### config.mk
export PLATFORM = sky130hd
export DESIGN_NAME = fifo_wr_arbiter
export DESIGN_NICKNAME = d
export VERILOG_FILES = /design/src/rtl/fifo_wr_arb_pkg.sv /design/src/rtl/fifo_wr_arbiter_rr_pick.sv /design/src/rtl/fifo_wr_arbiter.sv
export SDC_FILE = /design/constraint.sdc
export NUM_CORES = 1
export LEC_CHECK = 0
export CAP_MARGIN = 20
export CORE_ASPECT_RATIO = 0.9
export CORE_MARGIN = 8
export CORE_UTILIZATION = 40
export DETAILED_ROUTE_END_ITERATION = 12
export DONT_BUFFER_PORTS = 1
export PLACE_DENSITY = 0.53
export SYNTH_ARGS = -nofsm -noshare
export SYNTH_HDL_FRONTEND = slang
export SYNTH_SLANG_ARGS = --single-unit
### constraint.sdc
create_clock -name wr_clk -period 2.3 [get_ports wr_clk]
set_clock_uncertainty 0.2 [all_clocks]
set_input_delay 0.23 -clock wr_clk [delete_from_list [all_inputs] [get_ports wr_clk]]
set_output_delay 0.23 -clock wr_clk [all_outputs]
set_load 0.005 [all_outputs]
### src/rtl/fifo_wr_arb_pkg.sv
// ============================================================================
// fifo_wr_arb_pkg: shared types and helpers for the FIFO write-port arbiter.
// Revision: 1.0
// ============================================================================
`default_nettype none

package fifo_wr_arb_pkg;

    localparam int unsigned MAX_REQ = 16;
    localparam int unsigned IDX_W   = 4;

    typedef enum logic [0:0] {
        IDLE  = 1'b0,
        BURST = 1'b1
    } arb_state_e;

    function automatic int unsigned gid_width(input int unsigned n);
        return (n > 1) ? $clog2(n) : 1;
    endfunction

    function automatic int unsigned cnt_width(input int unsigned m);
        return $clog2(m + 1);
    endfunction

    // Returns {found, index} of the first set bit after ptr, wrapping at n.
    // Iterating downward lets the nearest candidate overwrite farther ones.
    function automatic logic [IDX_W:0] rr_first(input logic [MAX_REQ-1:0] vld,
                                                input logic [IDX_W-1:0]   ptr,
                                                input logic [IDX_W:0]     n);
        logic [IDX_W:0] res;
        logic [IDX_W:0] idx;
        res = '0;
        for (int i = MAX_REQ; i >= 1; i--) begin
            idx = {1'b0, ptr} + (IDX_W+1)'(i);
            if (idx >= n) begin
                idx = idx - n;
            end
            if (((IDX_W+1)'(i) <= n) && vld[idx[IDX_W-1:0]]) begin
                res = {1'b1, idx[IDX_W-1:0]};
            end
        end
        return res;
    endfunction

endpackage

`default_nettype wire

### src/rtl/fifo_wr_arbiter_rr_pick.sv
// ============================================================================
// rr_pick: combinational round-robin selector (first valid after pointer).
// Revision: 1.0
// ============================================================================
`default_nettype none

module rr_pick
    import fifo_wr_arb_pkg::*;
#(
    parameter int unsigned N  = 4,
    parameter int unsigned IW = gid_width(N)
) (
    input  logic [N-1:0]  valid_i,
    input  logic [IW-1:0] ptr_i,
    output logic [IW-1:0] idx_o,
    output logic          found_o
);

    logic [IDX_W:0] pick_res;

    assign pick_res = rr_first(MAX_REQ'(valid_i), IDX_W'(ptr_i), (IDX_W+1)'(N));
    assign idx_o    = IW'(pick_res[IDX_W-1:0]);
    assign found_o  = pick_res[IDX_W];

endmodule

`default_nettype wire

### src/rtl/fifo_wr_arbiter.sv
// ============================================================================
// fifo_wr_arbiter: round-robin, burst-atomic sharing of one FIFO write port.
// Optional idle watchdog: FIFO_WR_ARB_TIMEOUT_EN.  Revision: 1.0
// ============================================================================
`default_nettype none

module fifo_wr_arbiter
    import fifo_wr_arb_pkg::*;
#(
    parameter int unsigned NUM_REQ   = 4,
    parameter int unsigned WIDTH_WR  = 8,
    parameter int unsigned MAX_BURST = 16,
    parameter int unsigned TIMEOUT   = 64
) (
    input  logic                         wr_clk,
    input  logic                         rst_n,
    input  logic [NUM_REQ-1:0]           req_valid_i,
    input  logic [NUM_REQ-1:0]           req_last_i,
    input  logic [NUM_REQ*WIDTH_WR-1:0]  req_data_i,
    output logic [NUM_REQ-1:0]           req_ready_o,
    input  logic                         fifo_full_i,
    input  logic                         fifo_almost_full_i,
    output logic                         fifo_wr_en_o,
    output logic [WIDTH_WR-1:0]          fifo_wr_data_o,
    output logic [$clog2(NUM_REQ)-1:0]   grant_id_o,
    output logic                         busy_o
`ifdef FIFO_WR_ARB_TIMEOUT_EN
    ,
    output logic                         err_timeout_o
`endif
);

    localparam int unsigned GID_W = $clog2(NUM_REQ);
    localparam int unsigned CNT_W = cnt_width(MAX_BURST);
    localparam int unsigned TO_W  = cnt_width(TIMEOUT);

    if ((NUM_REQ < 2) || (NUM_REQ > MAX_REQ)) begin : g_bad_num_req
        $error("fifo_wr_arbiter: NUM_REQ must be 2..16");
    end
    if ((MAX_BURST < 1) || (TIMEOUT < 1)) begin : g_bad_limits
        $error("fifo_wr_arbiter: MAX_BURST and TIMEOUT must be >= 1");
    end

    arb_state_e           state_q;
    logic [GID_W-1:0]     grant_q;
    logic [GID_W-1:0]     ptr_q;
    logic [CNT_W-1:0]     beat_cnt_q;
    logic [CNT_W-1:0]     beat_cnt_d;
    logic                 wr_en_q;
    logic [WIDTH_WR-1:0]  wr_data_q;

    logic [GID_W-1:0]     pick_idx;
    logic                 pick_found;
    logic                 can_write;
    logic                 gnt_valid;
    logic                 gnt_last;
    logic                 xfer;
    logic                 burst_end;

    rr_pick #(
        .N  (NUM_REQ),
        .IW (GID_W)
    ) u_pick (
        .valid_i (req_valid_i),
        .ptr_i   (ptr_q),
        .idx_o   (pick_idx),
        .found_o (pick_found)
    );

    // Registered write output needs one spare entry, hence almost_full gating.
    assign can_write  = !fifo_almost_full_i && !fifo_full_i;
    assign gnt_valid  = req_valid_i[grant_q];
    assign gnt_last   = req_last_i[grant_q];
    assign xfer       = (state_q == BURST) && gnt_valid && can_write;
    assign beat_cnt_d = beat_cnt_q + 1'b1;
    assign burst_end  = gnt_last || (beat_cnt_d == CNT_W'(MAX_BURST));

    always_comb begin
        req_ready_o = '0;
        if ((state_q == BURST) && can_write) begin
            req_ready_o[grant_q] = 1'b1;
        end
    end

`ifdef FIFO_WR_ARB_TIMEOUT_EN
    logic [TO_W-1:0] idle_cnt_q;
    logic            err_q;
`endif

    always_ff @(posedge wr_clk or negedge rst_n) begin
        if (!rst_n) begin
            state_q    <= IDLE;
            grant_q    <= '0;
            ptr_q      <= GID_W'(NUM_REQ - 1);
            beat_cnt_q <= '0;
            wr_en_q    <= 1'b0;
            wr_data_q  <= '0;
`ifdef FIFO_WR_ARB_TIMEOUT_EN
            idle_cnt_q <= '0;
            err_q      <= 1'b0;
`endif
        end else begin
            wr_en_q <= xfer;
            if (xfer) begin
                wr_data_q <= req_data_i[grant_q*WIDTH_WR +: WIDTH_WR];
            end
`ifdef FIFO_WR_ARB_TIMEOUT_EN
            err_q <= 1'b0;
`endif
            case (state_q)
                IDLE: begin
                    if (pick_found && !fifo_almost_full_i) begin
                        grant_q    <= pick_idx;
                        beat_cnt_q <= '0;
                        state_q    <= BURST;
`ifdef FIFO_WR_ARB_TIMEOUT_EN
                        idle_cnt_q <= '0;
`endif
                    end
                end
                BURST: begin
                    if (xfer) begin
                        beat_cnt_q <= beat_cnt_d;
                        if (burst_end) begin
                            state_q <= IDLE;
                            ptr_q   <= grant_q;
                        end
                    end
`ifdef FIFO_WR_ARB_TIMEOUT_EN
                    if (gnt_valid) begin
                        idle_cnt_q <= '0;
                    end else if (idle_cnt_q == TO_W'(TIMEOUT - 1)) begin
                        idle_cnt_q <= '0;
                        err_q      <= 1'b1;
                        state_q    <= IDLE;
                        ptr_q      <= grant_q;
                    end else begin
                        idle_cnt_q <= idle_cnt_q + 1'b1;
                    end
`endif
                end
                default: state_q <= IDLE;
            endcase
        end
    end

    assign fifo_wr_en_o   = wr_en_q;
    assign fifo_wr_data_o = wr_data_q;
    assign grant_id_o     = grant_q;
    assign busy_o         = (state_q == BURST);
`ifdef FIFO_WR_ARB_TIMEOUT_EN
    assign err_timeout_o  = err_q;
`endif

endmodule

`default_nettype wire

==> reports/results.txt, run 1 <==
For this block, the via count after detailed routing is 1081. TritonCTS built the clock tree. The run gives 0 as the max-slew violation total from the final report.

Global routing consumed, over all layers together, 12.42% of the routing resources. Summed over all cells, the static leakage comes to 0.6557 nW. In this run the power density over the cells is 1332 nW/um^2.

The tree is rooted in a sky130_fd_sc_hd__clkbuf_8. The tools report the worst hold endpoint as grant_id_o[0]$_DFFE_PN0P_. The run finished with clean final reports. The number of iterations in the first detailed-routing pass came out at 4. The run gives 0 as the final-report hold violation count. Setup violations remaining at the end of the flow were counted as 0. Summed over all layers, the global routing overflow is 0. The library cell used most frequently in the layout, excluding fill and tap cells, is sky130_fd_sc_hd__dfrtp_1. At the end of routability-driven placement, the weighted congestion stood at 0.8234.

The net switching fraction of the power came out at 39.52%. The synthesized netlist cell count was 122. In this run the critical register-to-register path is launched from ptr_q[1]$_DFFE_PN1P_.

The filler-free cell count of the finished design was 179. The average routed wire per standard cell was 19.66 um; the shortest period the worst path allows was 2299 ps. Vias per cell: 6.039. The worst register-to-register path has a depth of 7. TritonCTS created 3 clock buffers. At the pin with the least slew margin, the transition time is 874.4 ps. Kind of critical path: flop to flop. The core region is 3403 um^2. The number of diodes is 0, and the clock share of power is 10.2%. In this run, synthesis produced a sequential element count of 19. The tools report the total design power as 2.223 mW.

The peak clock frequency supported by timing was 434.9 MHz; the required time of the critical path was 2240 ps. The most used flip-flop cell after synthesis is sky130_fd_sc_hd__dfrtp_1. The post-route fraction of the period consumed by the critical path works out to 99.98%. Entering global routing, the biggest net connects 20 pins.

The sequential fraction of the synthesis area came out at 33.48%. The area growth from synthesis to layout works out to 16.91%. Cells with a size suffix above 1 make up 36.30% of the layout. The number of antenna violations at the first check in global routing was 0. In this run, synthesis inferred 0 flip-flops with an integrated enable. Reg-to-reg setup timing slack: 0.6 ps. Headroom to the max-slew limit came out at 41.52%.

In this run, the number of DRC markers left after iteration 0 of detailed routing was 37. Once placement completed, the tool counted placed cells totaling 171. The logs give 1092 for the number of global-route vias before repair and 3519 um for the routed wire length. The post-synthesis area per instance is 11.70 um^2. The logs give 2240 ps for the critical path data arrival time and 0 for the yosys synthesis warning count.

The number of clock sinks seen by CTS was 19; the first-pass GRT wire length was 5644 um. The run gives 0 as the reported max-cap violation count. Sequential cells burn 29.2% of the power. The internal power consumption was 1.344 mW. The logs give 1 for the number of levels the H-tree was split into and 5740 um^2 for the floorplan die area. Setup repair after global routing could not meet its margin everywhere.

Count of unresolved DRC violations after routing: 0. Across the VDD grid, the largest voltage drop is 0.0006243 V. The cell area that synthesis handed to floorplanning was 1428 um^2. After clock tree synthesis, the clock-pin slew on the worst setup and hold paths is 70 ps. Combinational logic burns 60.6% of the power.

During I/O placement, the number of pins put on the boundary was 60. The tools report the final worst setup slack as 0.5562 ps. The x dimension of the die is 78.98 um. The detail route stage leaves a number of antenna-violating nets equal to 0. For this run, the post-layout net count is 186. The share of async-settable or async-resettable flops after synthesis was 100.0%; the hold-critical path depth was 2. Quantity of I/O buffers inserted on ports: 0.

The worst register-to-register path ends at grant_id_o[1]$_DFFE_PN0P_. The effective utilization at floorplan was 41.95%. The worst setup path is launched from a flop.

In the layout the commonest cells are 17 x sky130_fd_sc_hd__dfrtp_1, 13 x sky130_fd_sc_hd__nand2_1, 12 x sky130_fd_sc_hd__buf_4. The endpoint type of the worst setup path is a flop. Maximum clock insertion buffer count: 2. The count of distinct cell types in the synthesized netlist is 44, and the height of the chip is 72.68 um. In this run the most critical hold path is launched from fifo_almost_full_i.

The tools report the worst hold-check slack as 20.91 ps. Detailed placement finished with a half-perimeter wire length of 2797 um. The net switching component of the power was 0.8783 mW.

At the placement stage, the worst setup path has a slack of 34.23 ps. In this run the worst path has a maximum fanout of 4. The worst-skew pair later-pin latency was 250 ps. The row count is 20, and the total nets after synthesis is 172. The min-delay analysis places its worst path in the category input pin to flop.
## flip-flops by register name (all words and copies together), names as in the netlist
signal	count
beat_cnt_q	5
busy_o	1
fifo_wr_data_o	8
fifo_wr_en_o	1
grant_id_o	2
ptr_q	2
## per-layer routing
metal | GRT usage (%) | up-vias | part of all wire (%)
li1 | - | 489 | -
met1 | 14.72 | 520 | 41
met2 | 18.60 | 70 | 43
met3 | 7.635 | 2 | 16
met4 | 2.669 | 0 | 0.34
met5 | 0 | - | 0
## worst max path at each step
stage / start / slack, ps / end
global placement: ptr_q[0]$_DFFE_PN1P_ / 40 / grant_id_o[1]$_DFFE_PN0P_
floorplan: ptr_q[0]$_DFFE_PN1P_ / -120 / grant_id_o[1]$_DFFE_PN0P_
detailed placement: ptr_q[1]$_DFFE_PN1P_ / 30 / beat_cnt_q[3]$_DFFE_PN0P_
CTS: ptr_q[1]$_DFFE_PN1P_ / 20 / beat_cnt_q[3]$_DFFE_PN0P_
global route: ptr_q[0]$_DFFE_PN1P_ / -60 / grant_id_o[1]$_DFFE_PN0P_
finish: ptr_q[1]$_DFFE_PN1P_ / 0.6 / grant_id_o[1]$_DFFE_PN0P_
## power by group through the flow
| stage | combinational [mW] | clock (mW) | sequential, mW |
|---|---|---|---|
| after global placement | 1.23 | 0 | 0.654 |
| after floorplan | 1.02 | 0 | 0.601 |
| after detailed placement | 1.25 | 0 | 0.660 |
| after CTS | 1.27 | 0.238 | 0.652 |
| final | 1.35 | 0.228 | 0.649 |
| after global routing | 1.47 | 0.250 | 0.676 |
## through the flow
step,TNS (ps),area (um^2),util (%)
floorplan,-231.0,1449,-
global placement,0,1545,45.40
detailed placement,0,1545,45.40
CTS,0,1610,47.32
global route,-125.9,1669,49.04
finish,0,1669,49.04
## logic make-up after synthesis
group / Yosys count / share of synthesized area (%)
and+or+nand+nor: 36 / 12.97
muxes: 28 / 29.80
AOI/OAI and AO/OA: 24 / 14.81
DFF: 19 / 33.48
buffers and inverters: 9 / 3.680
adders and majority gates: 6 / 5.258
## synth_stat cells (all sizes together) (2+ instances only)
cell / number / area, um^2
mux2i: 5 / 53.80
nor2: 5 / 18.77
or3: 3 / 18.77
o221ai: 2 / 17.52
dfstp: 2 / 52.55
ha: 6 / 75.07
dfrtp: 17 / 425.4
inv: 3 / 11.26
nand2: 14 / 60.06
o21ai: 7 / 42.54
o211ai: 2 / 28.78
buf: 6 / 41.28
nand3: 2 / 10.01
mux4: 9 / 202.7
a21oi: 4 / 31.28
nand2b: 2 / 12.51
nor2b: 4 / 25.02
mux2: 14 / 168.9
## worst max-delay path, stage by stage (launching register included)
cell,delay (ps)
sky130_fd_sc_hd__dfstp_2,540
sky130_fd_sc_hd__inv_2,60
sky130_fd_sc_hd__ha_4,270
sky130_fd_sc_hd__a21bo_4,240
sky130_fd_sc_hd__o21ai_4,70
sky130_fd_sc_hd__o21ai_4,90
sky130_fd_sc_hd__a311oi_4,380
sky130_fd_sc_hd__mux2_4,330
## repair_timing
item | 4_1_cts | 5_1_grt
setup endpoints to repair | 0 | 7
setup buffers | 0 | 2
hold buffers | 2 | 0
hold endpoints to repair | 20 | 0
resized for setup | 0 | 10
## area by class of cell
| cell class | count | area (um^2) |
|---|---|---|
| Clock buffer | 4 | 45.04 |
| Fill cell | 333 | 1734 |
| Inverter | 3 | 13.76 |
| Multi-Input combinational cell | 94 | 955.9 |
| Sequential cell | 19 | 478.0 |
| Tap cell | 44 | 55.05 |
| Timing Repair Buffer | 15 | 121.4 |
No activity file was read; power rests on OpenSTA's default activity.
==> run 2, diff against run 1 <==
--- a/constraint.sdc
+++ b/constraint.sdc
@@ -4,2 +4,2 @@
 set_output_delay 0.23 -clock wr_clk [all_outputs]
-set_load 0.005 [all_outputs]
+set_load 0.05 [all_outputs]
==> reports/results.txt, run 2 (synthesis gave the netlist of run 1 again) <==
VDD sags by at most 0.0007917 V. The clock transition at the registers of the reported paths is 70 ps, and the quantity of I/O buffers inserted on ports is 0. TritonCTS created 3 clock buffers. For the worst setup path, the data required time is 2240 ps.

From bottom edge to top edge, the die measures 72.68 um. Number of global-route vias before repair: 1119. The logs give 189 for the number of nets in the final layout and 5747 um for the first-pass GRT wire length. Worst reg2reg path startpoint: ptr_q[0]$_DFFE_PN1P_. Counting instances, the worst hold path has a depth of 2. STA classifies the critical path startpoint as a flop. The number of antenna violations at the first check in global routing is 0. The post-route fraction of the period consumed by the critical path is 98.57%, and the leakage power of the design is 0.6815 nW. For the worst setup path, the data arrival time is 2210 ps.

The setup TNS is 0 ps, and the maximum number of pins on one net before global-route repair is 20. Setup repair after global routing could not meet its margin everywhere. Summing all non-filler instances in the final layout gives an area of 1722 um^2. The cell depth of the worst flop-to-flop path is 7, and the x dimension of the die is 78.98 um.

Estimated wirelength of the detail-placed design: 2848 um. After floorplanning, the core was sized to cover 3403 um^2. The register with the most flip-flops in the layout has 8 of them. The count of unresolved DRC violations after routing was 0.

For the routed metal-1 wire length, the log shows 1454 um. The remaining max-slew budget at the tightest pin was 43.15%. Setup violations remaining at the end of the flow were counted as 0.

The worst register-to-register path ends at grant_id_o[0]$_DFFE_PN0P_. The tools report the total global routing track utilization as 12.37%. In the detailed route, the total length drawn on met3 is 382 um. The met2 wirelength from detailed routing is 1703 um. Compared with the post-synthesis result, the final layout area differs by 20.60%. The run gives 1 as the number of levels the H-tree was split into.

Counting I/O delays and the setup requirement, the final critical path takes 2267 ps. Across the run, the number of max-cap violations was 0. In this run the register-to-register setup slack is 30 ps. The utilization after layout is 50.59%. The finished layout holds 182 standard cells, fillers aside. Leaving out fill and tap cells, the most frequent cell in the layout is sky130_fd_sc_hd__dfrtp_1.

The total design power came out at 2.661 mW. After global routing the overflow that remains totals 0. The largest fanout on the critical path was 4. 60 I/O pins were placed. The logs give 19 for the number of clock sinks seen by CTS and 0 for the final-report hold violation count.

The flow ran to the end, and the final reports show no timing, DRC or antenna violations. The share of final-layout standard cells stronger than drive strength 1 works out to 39.13%. TritonCTS built the clock tree. The residual antenna-violating net count after detailed routing is 0. Summing all placed instances gives a cell area of 1598 um^2. Static timing analysis puts the maximum clock frequency at 441.1 MHz. In this run the core area contains 20 standard-cell rows. The number of antenna diodes in the final layout is 0. The congestion estimate from routability-driven global placement came to 0.8519. The highest layer touched by signal routing is met4.

The tools report the maximum clock insertion buffer count as 2. In the final routed layout, each cell accounts on average for 19.66 um. The max-slew violation total from the final report was 0; the effective utilization at floorplan was 41.95%. The cell sitting at the root of the clock tree is a sky130_fd_sc_hd__clkbuf_8. The instance count after placement with tap cells included is 173, and the vias per cell is 5.907. The worst hold endpoint is grant_id_o[1]$_DFFE_PN0P_. Type of the most critical hold path: input pin to flop.

The top cell types in the final layout, fill and taps aside, are 17 x sky130_fd_sc_hd__dfrtp_1, 13 x sky130_fd_sc_hd__nand2_1, 11 x sky130_fd_sc_hd__buf_4. In this run the most critical hold path is launched from fifo_almost_full_i. The routed wire length was 3578 um; the total vias in the final route was 1075. The clock reaches the later pin of the worst-skew pair after 250 ps. For this design the ratio of total power to cell area is 1546 nW/um^2. The number of DRC markers after the initial detailed-route iteration is 63. Kind of critical path: flop to flop. At the pin with the least slew margin, the transition time is 849.9 ps. Number of iterations in the first detailed-routing pass: 4. The die covers 5740 um^2.

The worst setup path is captured at a flop.
## run 2: changes by cell type in the layout (fill, tap and decap cells not counted), moves of 2 or more
cell	delta
sky130_fd_sc_hd__buf_12	+2
sky130_fd_sc_hd__nor2_2	+2
sky130_fd_sc_hd__o21ai_1	-2
sky130_fd_sc_hd__buf_6	+2
sky130_fd_sc_hd__nor2_1	-2
sky130_fd_sc_hd__o21ai_0	+2
## run 2: layer usage
layer	up-vias	track usage, %
li1	492	-
met5	-	0
met3	6	5.296
met2	46	20.78
met4	0	3.080
met1	531	14.05
## run 2: critical path: stages, from the launching register on
cell and delay (ps):
sky130_fd_sc_hd__dfstp_2 570, sky130_fd_sc_hd__inv_4 40, sky130_fd_sc_hd__ha_4 270, sky130_fd_sc_hd__a21bo_4 240
sky130_fd_sc_hd__o21ai_4 60, sky130_fd_sc_hd__o21ai_2 90, sky130_fd_sc_hd__a311oi_4 350, sky130_fd_sc_hd__mux2_4 330
## run 2: power by group
group | internal [mW] | total (mW) | switching [mW]
Sequential | 0.484 | 0.898 | 0.414
Clock | 0.123 | 0.234 | 0.111
Combinational | 0.767 | 1.53 | 0.763
Total | 1.37 | 2.66 | 1.29
## run 2: timing repair
action,CTS,global route
hold endpoints to repair,20,0
resized for setup,1,7
setup buffers,1,2
setup endpoints to repair,1,7
gates cloned,0,0
hold buffers,2,0
pin swaps,2,4
## run 2: how the worst max path moves through the flow
stage | from | endpoint | slack, ps
floorplan | ptr_q[0]$_DFFE_PN1P_ | grant_id_o[1]$_DFFE_PN0P_ | -120
global placement | ptr_q[1]$_DFFE_PN1P_ | grant_id_o[0]$_DFFE_PN0P_ | 50
detailed placement | ptr_q[1]$_DFFE_PN1P_ | beat_cnt_q[3]$_DFFE_PN0P_ | 4
CTS | ptr_q[0]$_DFFE_PN1P_ | beat_cnt_q[3]$_DFFE_PN0P_ | 20
global route | ptr_q[0]$_DFFE_PN1P_ | grant_id_o[1]$_DFFE_PN0P_ | -30
finish | ptr_q[0]$_DFFE_PN1P_ | grant_id_o[0]$_DFFE_PN0P_ | 30
## run 2: metrics by stage
| stage | hold slack [ps] | setup WS, ps |
|---|---|---|
| floorplan | -265.6 | -115.6 |
| global placement | -265.0 | 47.09 |
| detailed placement | -264.9 | 3.968 |
| CTS | 10.60 | 19.76 |
| global route | 12.25 | -28.96 |
| finish | 11.72 | 32.89 |
## run 2: cell type report
cell class              count  area, um^2
clock buffers               4       45.04
fillers                   323        1682
inverters                   3       13.76
multi-input cells          94       953.4
flip-flops and latches     19       478.0
well taps                  44       55.05
repair buffers             18       176.4
